--- config.mk ---
export PLATFORM = sky130hd
export DESIGN_NAME = pulse_seq_ctrl
export DESIGN_NICKNAME = d
export VERILOG_FILES = /design/src/rtl/pulse_seq_ctrl.sv
export SDC_FILE = /design/constraint.sdc
export NUM_CORES = 1
export LEC_CHECK = 0
export CAP_MARGIN = 20
export CORE_ASPECT_RATIO = 2
export CORE_MARGIN = 3
export CORE_UTILIZATION = 50
export CTS_CLUSTER_DIAMETER = 30
export DETAILED_ROUTE_END_ITERATION = 16
export PLACE_DENSITY = 0.88
export RECOVER_POWER = 25
export SLEW_MARGIN = 20
export SYNTH_ARGS = -nofsm -noshare
export SYNTH_HDL_FRONTEND = slang
export SYNTH_SLANG_ARGS = --single-unit
--- constraint.sdc ---
create_clock -name clk -period 3.14 [get_ports clk]
set_input_delay 0.628 -clock clk [delete_from_list [all_inputs] [get_ports clk]]
set_output_delay 0.628 -clock clk [all_outputs]
set_load 0.005 [all_outputs]
--- src/rtl/pulse_seq_ctrl.sv ---
// pulse_seq_ctrl: sequences a burst of pulses through a downstream pulse
// generator. It issues a start strobe with the pulse width, waits for the
// generator's end strobe, idles for the programmed gap, and repeats until the
// programmed count is reached. abort and rst_n abandon a burst without done.
//
// Build option: define PULSE_SEQ_TIMEOUT_EN to add a watchdog on WAIT_END.
// The watchdog gives up after width+TIMEOUT_SLACK cycles without end_in and
// sets a sticky err. Without the macro, err is tied low and WAIT_END waits
// indefinitely.
//
// state    | meaning
// ---------+-----------------------------------------------------------
// IDLE     | ready for a configuration handshake (cfg_ready high)
// FIRE     | start_out high for this one cycle
// WAIT_END | waiting for end_in from the generator
// GAP      | counting idle cycles before the next FIRE
// DONE     | done high for this one cycle, then back to IDLE

module pulse_seq_ctrl #(
   parameter int unsigned TIMEOUT_SLACK = 16
) (
   input  logic        clk,
   input  logic        rst_n,
   input  logic        cfg_valid,
   output logic        cfg_ready,
   input  logic [31:0] cfg_width,
   input  logic [31:0] cfg_gap,
   input  logic [15:0] cfg_count,
   input  logic        abort,
   output logic        start_out,
   output logic [31:0] width_out,
   input  logic        end_in,
   output logic        busy,
   output logic        done,
   output logic [15:0] pulse_idx,
   output logic        err
);

   typedef enum logic [2:0] {
      IDLE,
      FIRE,
      WAIT_END,
      GAP,
      DONE
   } state_t;

   state_t      state;
   state_t      state_nxt;
   logic [31:0] gap_lat;
   logic [31:0] gap_cnt;
   logic [15:0] count_lat;
   logic        accept;
   logic        last_pulse;
   logic        gap_exp;
   logic        timeout;

   // cfg_ready is only high while IDLE, so a handshake can only occur there
   assign accept     = cfg_valid && cfg_ready;
   assign last_pulse = ({1'b0, pulse_idx} + 17'd1) == {1'b0, count_lat};
   assign gap_exp    = (gap_cnt <= 32'd1);

   // State register
   always_ff @(posedge clk) begin
      if (!rst_n) begin
         state <= IDLE;
      end else begin
         state <= state_nxt;
      end
   end

   // Next-state decode; abort overrides every non-IDLE transition
   always_comb begin
      state_nxt = state;
      case (state)
         IDLE: begin
            if (accept) begin
               state_nxt = (cfg_count == 16'd0) ? DONE : FIRE;
            end
         end
         FIRE: begin
            state_nxt = WAIT_END;
         end
         WAIT_END: begin
            if (end_in) begin
               if (last_pulse) begin
                  state_nxt = DONE;
               end else if (gap_lat == 32'd0) begin
                  state_nxt = FIRE;
               end else begin
                  state_nxt = GAP;
               end
            end else if (timeout) begin
               state_nxt = IDLE;
            end
         end
         GAP: begin
            if (gap_exp) begin
               state_nxt = FIRE;
            end
         end
         DONE: begin
            state_nxt = IDLE;
         end
         default: begin
            state_nxt = IDLE;
         end
      endcase
      if (abort && (state != IDLE)) begin
         state_nxt = IDLE;
      end
   end

   // Registered status outputs, decoded from the state being entered
   always_ff @(posedge clk) begin
      if (!rst_n) begin
         start_out <= 1'b0;
         done      <= 1'b0;
         busy      <= 1'b0;
         cfg_ready <= 1'b0;
      end else begin
         start_out <= (state_nxt == FIRE);
         done      <= (state_nxt == DONE);
         busy      <= (state_nxt != IDLE);
         cfg_ready <= (state_nxt == IDLE);
      end
   end

   // Burst configuration latch and completed-pulse counter
   always_ff @(posedge clk) begin
      if (!rst_n) begin
         width_out <= 32'd0;
         gap_lat   <= 32'd0;
         count_lat <= 16'd0;
         pulse_idx <= 16'd0;
      end else if (accept) begin
         width_out <= (cfg_width < 32'd2) ? 32'd2 : cfg_width;
         gap_lat   <= cfg_gap;
         count_lat <= cfg_count;
         pulse_idx <= 16'd0;
      end else if ((state == WAIT_END) && end_in && !abort) begin
         pulse_idx <= pulse_idx + 16'd1;
      end
   end

   // Gap down-counter: armed while waiting for end_in, runs down in GAP and
   // stops at zero
   always_ff @(posedge clk) begin
      if (!rst_n) begin
         gap_cnt <= 32'd0;
      end else if (state == WAIT_END) begin
         gap_cnt <= gap_lat;
      end else if ((state == GAP) && (gap_cnt != 32'd0)) begin
         gap_cnt <= gap_cnt - 32'd1;
      end
   end

`ifdef PULSE_SEQ_TIMEOUT_EN
   logic [31:0] to_cnt;
   logic [32:0] to_limit;

   // width+slack can exceed 32 bits; the load saturates at all-ones
   assign to_limit = {1'b0, width_out} + 33'(TIMEOUT_SLACK);
   assign timeout  = (state == WAIT_END) && (to_cnt == 32'd0);

   // Watchdog down-counter: loaded in FIRE, hits zero on the last tolerated
   // WAIT_END cycle
   always_ff @(posedge clk) begin
      if (!rst_n) begin
         to_cnt <= 32'd0;
      end else if (state == FIRE) begin
         to_cnt <= to_limit[32] ? 32'hFFFF_FFFF : (to_limit[31:0] - 32'd1);
      end else if ((state == WAIT_END) && (to_cnt != 32'd0)) begin
         to_cnt <= to_cnt - 32'd1;
      end
   end

   // Sticky error; a late end_in or an abort in the same cycle wins
   always_ff @(posedge clk) begin
      if (!rst_n) begin
         err <= 1'b0;
      end else if (accept) begin
         err <= 1'b0;
      end else if (timeout && !end_in && !abort) begin
         err <= 1'b1;
      end
   end
`else
   assign timeout = 1'b0;
   assign err     = 1'b0;
`endif

endmodule

==> summary.txt, run 1 <==
Outcome
  – Outcome: finished, final reports clean

Worst setup path
  – Arrival @ worst endpoint: 3.10 ns
  – Kind of critical path: flip-flop to flip-flop
  – Crit path capture type: flip-flop
  – Data required, critical path: 3.43 ns
  – Crit-path max FO: 10
  – Startpoint type of the worst setup path: flip-flop

Min path
  – Worst Hold Class: flip-flop to flip-flop

Place
  – Placed Area: 7530 um^2
  – Gpl congestion: 0.928
  – Final HPWL DP: 12,600 um
  – Buffers on Ports: 136
  – Setup WS pre-CTS: 0.334 ns

Global route
  – GRT Util Overall: 25.5%
  – Initial antenna violation count: 0
  – First-pass GRT wire length: 28,100 um
  – Number of global-route vias before repair: 6,023
  – Largest net degree at the start of global routing: 63
  – Remaining Overflow, GRT: 0

Synth
  – Post-Syn Area per Cell: 8.39 um^2
  – Top FF cell, synth: dfxtp_1
  – Count of cell types in the netlist: 65
  – #FFs+latches synth: 135
  – Fraction of registers with async set/reset: 0%
  – Synth Warn #: 0
  – Register area share after synthesis: 44.3%
  – Mapped Cells: 727
  – Synthesized area: 6100 um^2
  – EDFF count, synth: 0
  – Synth Net Count: 815

Clock network
  – CTS Sinks: 135
  – Post-CTS Setup Bufs: 0
  – Cts hold-fix bufs: 0
  – H-tree depth: 4
  – CTS buffer count: 17
  – CTS tree: done
  – Gates resized, CTS repair: 0
  – Clk pin slew, worst setup/hold paths: 0.06 ns
  – Root Driver: clkbuf_16
  – Longest Clk Path Bufs: 2
  – Worst-Skew Late Latency: 0.42 ns

Cells and area
  – Final instance area: 8110 um^2
  – Fillers: 910
  – Layout Nets: 935
  – Share of cells above drive strength 1: 7.44%
  – ANT cells: 0
  – Area delta synth->final: 33.0%
  – Fin util: 68.5%

Timing
  – Period utilization: 89.3%
  – Fmax: 0.357 GHz
  – RSZ-0062 raised after global routing: no
  – Pins Over Slew Limit: 0
  – Clock skew: 0.0123 ns
  – Worst-Margin Slew: 1.29 ns
  – Minimum clock period: 2.80 ns
  – Final Hold Vio Count: 0
  – Final worst slack: 0.336 ns
  – Relative slew slack: 13.9%
  – Setup violators final: 0
  – Total Negative Setup Slacks: 0 ns

Job
  – Max-cap violations: 0

Die
  – Io pins: 138
  – Die X-Extent: 84.1 um
  – Die Area: 13,600 um^2
  – Starting Density: 51.5%
  – Core Footprint: 11,800 um^2
  – Number of cell rows: 56
  – Chip height: 162 um

Pwr
  – Psw: 0.00121 W
  – Leak Pwr: 2.91 nW
  – Pwr Total: 0.00443 W
  – Pwr Density: 546 nW/um^2
  – Worst VDD drop: 0.498 mV
  – Comb pwr share: 14.3%
  – Sw Share: 27.4%
  – Cell internal pwr: 0.00322 W
  – Sequential power share: 42.2%
  – Clock Power Share: 43.5%

Routing
  – Vias after detailed routing: 6,032
  – Total Routed Length: 17,300 um
  – Vias per cell: 6.00
  – First-pass DRT Iterations: 9
  – Remaining antenna violation count after routing: 0
  – WL/cell: 17.2 um
  – DR DRC count: 0
  – Initial drt markers: 213
Yosys cell counts (8+ instances only):
| cell | number | area, um^2 |
|---|---|---|
| clkbuf_1 | 31 | 116 |
| nand3_1 | 11 | 55.1 |
| dfxtp_1 | 135 | 2700 |
| a31oi_1 | 11 | 68.8 |
| nor4_1 | 26 | 163 |
| nor2_1 | 54 | 203 |
| xnor2_1 | 19 | 166 |
| a21oi_1 | 92 | 460 |
| xor2_1 | 14 | 123 |
| o21ai_0 | 19 | 95.1 |
| nor3_1 | 22 | 110 |
| o311ai_0 | 8 | 70.1 |
| nand4_1 | 12 | 75.1 |
| a22o_1 | 31 | 272 |
| nand2_1 | 131 | 492 |
critical path, cell delays in order (launching register included):
cell	delay (ns)
dfxtp_1	0.48
ha_1	0.33
nand3_4	0.16
or3_4	0.42
a2111oi_4	0.41
nand4_1	0.20
a2111oi_4	0.43
o21a_1	0.21
nor3_1	0.05
cells by family (layout without fill, tap and decap cells):
logic type	after synthesis	count (layout)	share of synthesized area, %
AND/OR/NAND/NOR	308	308	25.0
AO/OA/AOI/OAI	192	192	21.0
flip-flops	135	135	44.3
buffers and inverters	52	185	3.55
XOR/XNOR	34	34	5.11
adder cells (fa/ha/maj)	3	3	0.616
multiplexers	2	2	0.349
other	1	1	0.0615
layout by cell type (no fill, tap or decap), drive strengths merged, types with 3 or more instances in the layout:
master,instances
o311ai,9
nand2,131
a22o,31
buf,6
nor2b,3
ha,3
nand3,14
nand4,12
clkbuf,21
or3,11
o21ai,19
dfxtp,135
a221oi,4
nor3,22
a21oi,92
inv,14
dlygate4sd3,22
xor2,14
and2,3
o211ai,7
clkdlybuf4s50,114
clkinv,7
nand2b,5
nor3b,3
or4,4
nor2,55
nor4,29
a31oi,12
xnor2,19
and3,5
and4,3
final cells by class:
class	instances	area (um^2)	share of cell area, %
clock buffers	18	439	5.42
clock inverters	14	139	1.71
well taps	145	181	2.24
repair buffers	145	1420	17.5
inverters	8	30.0	0.370
multi-input cells	540	3200	39.4
flip-flops and latches	135	2700	33.3
sequential cells by signal (all words and copies together) (netlist names):
signal / count
start_out: 1
width_out: 32
state: 3
pulse_idx: 16
busy: 1
gap_cnt: 32
done: 1
count_lat: 16
gap_lat: 32
cfg_ready: 1
metrics by stage:
stage | hold WS, ns | std cells
finish | 0.465 | 1005
global route | 0.491 | 1005
CTS | 0.467 | 1005
detailed placement | 0.460 | 973
global placement | 0.455 | 973
floorplan | 0.441 | 727
path summary, 6_finish.rpt:
kind / start / endpoint / slack, ns / cells after the start
worst min-delay path: count_lat[5]$_SDFFE_PN0P_ / count_lat[5]$_SDFFE_PN0P_ / 0.46 / 2
worst max-delay path: pulse_idx[0]$_SDFFE_PP0P_ / start_out$_SDFF_PN0_ / 0.34 / 8
worst min register to register: count_lat[5]$_SDFFE_PN0P_ / count_lat[5]$_SDFFE_PN0P_ / 0.46 / 2
worst max register to register: pulse_idx[0]$_SDFFE_PP0P_ / start_out$_SDFF_PN0_ / 0.34 / 8
power groups by stage:
stage,Sequential [W],Combinational (W),Clock (W)
6_report,0.00187,0.000632,0.00193
5_1_grt,0.00188,0.000691,0.00201
4_1_cts,0.00187,0.000636,0.00196
3_5_place_dp,0.00190,0.000629,0
3_3_place_gp,0.00190,0.000620,0
2_1_floorplan,0.00189,0.000357,0
per-layer routing:
metal / up-vias / track usage [%] / part of all wire [%]
li1: 2865 / - / -
met1: 2844 / 24.7 / 34
met2: 238 / 47.0 / 54
met3: 85 / 5.74 / 5.6
met4: 0 / 16.9 / 6.3
met5: - / 0 / 0
Note: power is estimated with default switching activity, not from simulation.
==> run 2: changes to the inputs <==
--- a/config.mk
+++ b/config.mk
@@ -13,7 +13,6 @@
 export DETAILED_ROUTE_END_ITERATION = 16
 export PLACE_DENSITY = 0.88
 export RECOVER_POWER = 25
-export SLEW_MARGIN = 20
 export SYNTH_ARGS = -nofsm -noshare
 export SYNTH_HDL_FRONTEND = slang
 export SYNTH_SLANG_ARGS = --single-unit
==> run 2 against run 1 <==
First-iteration DRC count rose by 19%. Register-to-register slack improved by 0.02 ns. Via count fell by 0.88%. Cell area rose by 0.25%. Die area did not move. Critical path type unchanged. Highest routed layer unchanged.
==> summary.txt, run 2 (synthesis gave the netlist of run 1 again) <==
Outcome
  – Outcome: finished, final reports clean

Routing
  – DR DRC count: 0 (unchanged)
  – First-pass DRT Iterations: 5 (-4)
  – Initial drt markers: 253 (+19%)
  – Remaining antenna violation count after routing: 0 (unchanged)
  – Vias per cell: 5.94 (-1.1%)
  – Vias after detailed routing: 5,979 (-0.88%)
  – WL/cell: 17.5 um (+1.5%)
  – Total Routed Length: 17,600 um (+1.7%)

Place
  – Placed Area: 7530 um^2 (unchanged)
  – Final HPWL DP: 12,600 um (unchanged)
  – Gpl congestion: 0.928 (unchanged)
  – Buffers on Ports: 136 (unchanged)

Worst setup path
  – Reg2Reg Depth: 8 (unchanged)
  – Kind of critical path: flip-flop to flip-flop
  – Crit-path max FO: 10 (unchanged)
  – Arrival @ worst endpoint: 3.08 ns (-0.02 ns)
  – Crit path capture type: flip-flop
  – Startpoint type of the worst setup path: flip-flop
  – Data required, critical path: 3.43 ns (about the same)

Die
  – Number of cell rows: 56 (unchanged)
  – Starting Density: 51.5% (unchanged)
  – Io pins: 138 (unchanged)
  – Die Area: 13,600 um^2 (unchanged)
  – Chip height: 162 um (unchanged)
  – Die X-Extent: 84.1 um (unchanged)
  – Core Footprint: 11,800 um^2 (unchanged)

Cells and area
  – Share of cells above drive strength 1: 7.66% (+0.21 points)
  – Area delta synth->final: 33.3%
  – Layout Nets: 937 (+0.21%)
  – Most common cell after layout, fill and taps aside: dfxtp_1
  – Most frequent cells in the layout: dfxtp_1, nand2_1, clkdlybuf4s50_1
  – Largest registers: gap_cnt: 32 flops, gap_lat: 32 flops, width_out: 32 flops
  – ANT cells: 0 (unchanged)
  – Final instance area: 8130 um^2 (+0.25%)

Clock network
  – Gates resized, CTS repair: 0 (unchanged)
  – Root Driver: clkbuf_16
  – Post-CTS Setup Bufs: 0 (unchanged)
  – Worst-Skew Late Latency: 0.42 ns (about the same)
  – Clk pin slew, worst setup/hold paths: 0.06 ns (about the same)
  – H-tree depth: 4 (unchanged)
  – Cts hold-fix bufs: 0 (unchanged)
  – Longest Clk Path Bufs: 2 (unchanged)
  – CTS buffer count: 17 (unchanged)
  – CTS Sinks: 135 (unchanged)
  – CTS tree: done

Min path
  – Hold Path Cell Cnt: 2 (unchanged)
  – Worst Hold Class: flip-flop to flip-flop

Pwr
  – Sequential power share: 42.1% (about the same)
  – Sw Share: 27.4% (+0.087 points)
  – Leak Pwr: 2.89 nW (-0.65%)
  – Psw: 0.00122 W (+0.66%)
  – Worst VDD drop: 0.503 mV (+0.89%)
  – Pwr Density: 547 nW/um^2 (about the same)
  – Clock Power Share: 43.5% (about the same)
  – Comb pwr share: 14.4% (about the same)
  – Cell internal pwr: 0.00322 W (+0.23%)

Timing
  – Period utilization: 88.7% (-0.63 points)
  – Worst-Margin Slew: 1.28 ns (-0.00730 ns)
  – Fmax: 0.359 GHz (+0.71%)
  – Minimum clock period: 2.78 ns (-0.0196 ns)
  – Final Hold Vio Count: 0 (unchanged)
  – Total Negative Setup Slacks: 0 ns (unchanged)
  – Clock skew: 0.0147 ns (+0.00248 ns)
  – Relative slew slack: 14.4% (+0.49 points)
  – Pins Over Slew Limit: 0 (unchanged)
  – RSZ-0062 raised after global routing: no
  – Setup violators final: 0 (unchanged)

Global route
  – Initial antenna violation count: 0 (unchanged)
  – Largest net degree at the start of global routing: 63 (unchanged)
  – Number of global-route vias before repair: 6,023 (unchanged)
  – Remaining Overflow, GRT: 0 (unchanged)
  – First-pass GRT wire length: 28,100 um (unchanged)
  – GRT Util Overall: 25.5% (unchanged)

Job
  – Max-cap violations: 0 (unchanged)
[run 2: area by class of cell]
cell class                      instances  area [um^2]
Inverter                                8         30.0
Timing Repair Buffer                  147         1450
Clock buffer                           18          439
Fill cell                             909         3710
Tap cell                              145          181
Clock inverter                         14          139
Sequential cell                       135         2700
Multi-Input combinational cell        540         3190
[run 2: routing by layer]
| layer | global-route usage [%] | routed length, um |
|---|---|---|
| met1 | 24.7 | 6050 |
| met2 | 47.0 | 9610 |
| met3 | 5.74 | 954 |
| met4 | 16.9 | 995 |
| met5 | 0 | 0 |
[run 2: power groups by stage]
stage / logic, W / clock network, W / registers, W
CTS: 0.000636 / 0.00196 / 0.00187
finish: 0.000640 / 0.00193 / 0.00187
floorplan: 0.000357 / 0 / 0.00189
global placement: 0.000620 / 0 / 0.00190
global route: 0.000700 / 0.00201 / 0.00188
detailed placement: 0.000629 / 0 / 0.00190
[run 2: through the flow]
| stage | util (%) | setup WS (ns) | power [W] | instances | hold slack [ns] |
|---|---|---|---|---|---|
| finish | 68.6 | 0.356 | 0.00444 | 1007 | 0.466 |
| CTS | 68.5 | 0.326 | 0.00446 | 1005 | 0.467 |
| global placement | 63.6 | 0.353 | 0.00252 | 973 | 0.455 |
| global route | 68.6 | 0.216 | 0.00459 | 1007 | 0.491 |
| detailed placement | 63.6 | 0.334 | 0.00253 | 973 | 0.460 |
| floorplan | - | 0.693 | 0.00224 | 727 | 0.441 |
[run 2: final timing paths]
kind	startpoint	endpoint	slack (ns)
max	pulse_idx[0]$_SDFFE_PP0P_	start_out$_SDFF_PN0_	0.36
min	count_lat[5]$_SDFFE_PN0P_	count_lat[5]$_SDFFE_PN0P_	0.47
min reg2reg	count_lat[5]$_SDFFE_PN0P_	count_lat[5]$_SDFFE_PN0P_	0.47
max reg2reg	pulse_idx[0]$_SDFFE_PP0P_	start_out$_SDFF_PN0_	0.36
[run 2: worst max-delay path, cell delays in order (launching register included)]
cell,delay (ns)
dfxtp_1,0.47
ha_1,0.32
nand3_4,0.16
or3_4,0.42
a2111oi_4,0.40
nand4_1,0.20
a2111oi_4,0.43
o21a_1,0.21
nor3_1,0.05
==> run 3: changes to the inputs <==
--- a/config.mk
+++ b/config.mk
@@ -6,12 +6,12 @@
 export NUM_CORES = 1
 export LEC_CHECK = 0
 export CAP_MARGIN = 20
-export CORE_ASPECT_RATIO = 2
-export CORE_MARGIN = 3
-export CORE_UTILIZATION = 50
+export CORE_MARGIN = 5
+export CORE_UTILIZATION = 52
+export CTS_BUF_LIST = sky130_fd_sc_hd__clkbuf_4 sky130_fd_sc_hd__clkbuf_8
 export CTS_CLUSTER_DIAMETER = 30
 export DETAILED_ROUTE_END_ITERATION = 16
-export PLACE_DENSITY = 0.88
+export PLACE_DENSITY = 0.9
 export RECOVER_POWER = 25
 export SYNTH_ARGS = -nofsm -noshare
 export SYNTH_HDL_FRONTEND = slang
==> run 3 against run 2 <==
The flow now finishes with violations (capacitance limit, slew limit). Total power decreased by 8.0%. Non-clock buffer count decreased by 1. Flip-flop and latch count did not move. Register-to-register slack about the same. Cell area down 1.7%. Sequential share of layout area grew 0.58 points. Die area is 2.6% higher. Critical path type unchanged.
==> summary.txt, run 3 (synthesis gave the netlist of run 1 again) <==
Worst setup path
  – Arrival @ worst endpoint: 3.15 ns (+0.07 ns)
  – Kind of critical path: flip-flop to flip-flop
  – Worst path cell trace: ha_1 -> nand3_4 -> or3_4 -> a2111oi_4 -> nand4_1 -> a2111oi_4 -> nand3_2 -> a21oi_1
  – CP peak stage delay: 0.47 ns (about the same)
  – Startpoint type of the worst setup path: flip-flop
  – Slowest CP cell: a2111oi_4
  – Crit path capture type: flip-flop
  – Crit-path max FO: 10 (unchanged)
  – Data required, critical path: 3.50 ns (+0.07 ns)
  – Crit path top cell by count: a2111oi_4

Clock network
  – Gates resized, CTS repair: 0 (unchanged)
  – CTS buffer count: 17 (unchanged)
  – H-tree depth: 4 (unchanged)
  – Post-CTS Setup Bufs: 0 (unchanged)
  – CTS tree: done
  – Root Driver: clkbuf_8
  – Longest Clk Path Bufs: 2 (unchanged)
  – Worst-Skew Late Latency: 0.45 ns (+0.03 ns)
  – Cts hold-fix bufs: 0 (unchanged)
  – Clk pin slew, worst setup/hold paths: 0.08 ns (+0.02 ns)
  – CTS Sinks: 135 (unchanged)

Die
  – Die Area: 14,000 um^2 (+2.6%)
  – Io pins: 138 (unchanged)
  – Die X-Extent: 118 um (+41%)
  – Starting Density: 53.2% (+1.7 points)
  – Chip height: 118 um (-27%)
  – Number of cell rows: 39 (-30%)
  – Core Footprint: 11,500 um^2 (-3.2%)

Global route
  – Initial antenna violation count: 0 (unchanged)
  – GRT Util Overall: 23.3% (-2.2 points)
  – First-pass GRT wire length: 27,300 um (-2.8%)
  – Remaining Overflow, GRT: 0 (unchanged)
  – Largest net degree at the start of global routing: 79 (+25%)
  – Number of global-route vias before repair: 5,636 (-6.4%)

Pwr
  – Sw Share: 27.2% (-0.22 points)
  – Leak Pwr: 2.79 nW (-3.3%)
  – Worst VDD drop: 0.343 mV (-32%)
  – Cell internal pwr: 0.00298 W (-7.7%)
  – Psw: 0.00111 W (-8.7%)
  – Clock Power Share: 38.9% (-4.6 points)
  – Comb pwr share: 15.4% (+1.0 points)
  – Pwr Density: 512 nW/um^2 (-6.4%)
  – Sequential power share: 45.6% (+3.5 points)

Place
  – Placed Area: 7520 um^2 (-0.13%)
  – Gpl congestion: 0.901 (-3.0%)
  – Cells after DPL: 970 (-0.31%)
  – Final HPWL DP: 11,800 um (-6.6%)
  – Buffers on Ports: 136 (unchanged)
  – Setup WS pre-CTS: 0.199 ns (-0.134 ns)

Cells and area
  – Area delta synth->final: 31.0%
  – Most common cell after layout, fill and taps aside: dfxtp_1
  – Fin cells: 1,004 (-0.30%)
  – Most frequent cells in the layout: dfxtp_1, clkdlybuf4s50_1, nand2_1
  – ANT cells: 0 (unchanged)
  – Final instance area: 7990 um^2 (-1.7%)
  – Share of cells above drive strength 1: 7.90% (+0.24 points)
  – Fin util: 69.7% (+1.0 points)
  – Layout Nets: 936 (-0.11%)
  – Largest registers: gap_cnt: 32 flops, gap_lat: 32 flops, width_out: 32 flops

Outcome
  – Outcome: finished, violations left
  – Failing checks: capacitance limit, slew limit

Timing
  – Setup violators final: 0 (unchanged)
  – Pins Over Slew Limit: 79 (+79)
  – Total Negative Setup Slacks: 0 ns (unchanged)
  – RSZ-0062 raised after global routing: no
  – Fmax: 0.359 GHz (-0.19%)
  – Clock skew: 0.00912 ns (-0.00561 ns)
  – Worst-Margin Slew: 1.57 ns (+0.283 ns)
  – Minimum clock period: 2.79 ns (+0.00543 ns)
  – Relative slew slack: -4.45% (-19 points)
  – Final worst slack: 0.351 ns (-0.00543 ns)
  – Period utilization: 88.8% (+0.17 points)
  – Final Hold Vio Count: 0 (unchanged)

Routing
  – First-pass DRT Iterations: 5 (unchanged)
  – M1 WL: 6890 um (+14%)
  – Vias per cell: 5.93 (-0.20%)
  – WL met3: 1090 um (+14%)
  – Total Routed Length: 16,500 um (-6.2%)
  – Initial drt markers: 555 (+120%)
  – WL/cell: 16.4 um (-6.0%)
  – Routed length on met2: 7920 um (-18%)
  – Top Metal Used: met4
  – Remaining antenna violation count after routing: 0 (unchanged)
  – Vias after detailed routing: 5,949 (-0.50%)
  – DR DRC count: 0 (unchanged)

Job
  – Max-cap violations: 1 (+1)

Min path
  – Worst Hold Class: flip-flop to flip-flop
[run 3: routing by layer]
layer / global-route usage (%) / vias to the layer above
met5: 0 / -
met4: 11.5 / 0
met3: 5.21 / 57
met2: 38.5 / 230
met1: 28.7 / 2795
li1: - / 2867
[run 3: critical path, delay by kind of cell, from the launching register on]
kind                       cells  cell delay (ns)
and+or+nand+nor                4             0.88
AOI/OAI and AO/OA              3             1.05
DFF                            1             0.46
adders and majority gates      1             0.32
[run 3: path summary, 6_finish.rpt]
path / startpoint / end / slack, ns / depth (start not counted)
min reg2reg: count_lat[4]$_SDFFE_PN0P_ / count_lat[4]$_SDFFE_PN0P_ / 0.47 / 2
min: count_lat[4]$_SDFFE_PN0P_ / count_lat[4]$_SDFFE_PN0P_ / 0.47 / 2
max: pulse_idx[0]$_SDFFE_PP0P_ / done$_SDFF_PN0_ / 0.35 / 8
max reg2reg: pulse_idx[0]$_SDFFE_PP0P_ / done$_SDFF_PN0_ / 0.35 / 8
[run 3: final cells by class]
class	instances	area [um^2]
clock buffer	18	241
clock inverter	14	199
fill	839	3480
inverter	8	30.0
multi-input combinational	540	3190
sequential	135	2700
tap	143	179
timing repair buffer	146	1450
[run 3: power groups by stage]
stage	logic [W]	registers, W	clock network (W)
2_1_floorplan	0.000357	0.00189	0
3_3_place_gp	0.000606	0.00190	0
3_5_place_dp	0.000617	0.00190	0
4_1_cts	0.000623	0.00186	0.00161
5_1_grt	0.000689	0.00188	0.00169
6_report	0.000632	0.00187	0.00159
[run 3: through the flow]
stage	total power, W	hold slack (ns)
2_1_floorplan	0.00224	0.441
3_3_place_gp	0.00251	0.458
3_5_place_dp	0.00252	0.462
4_1_cts	0.00409	0.472
5_1_grt	0.00426	0.504
6_report	0.00409	0.472
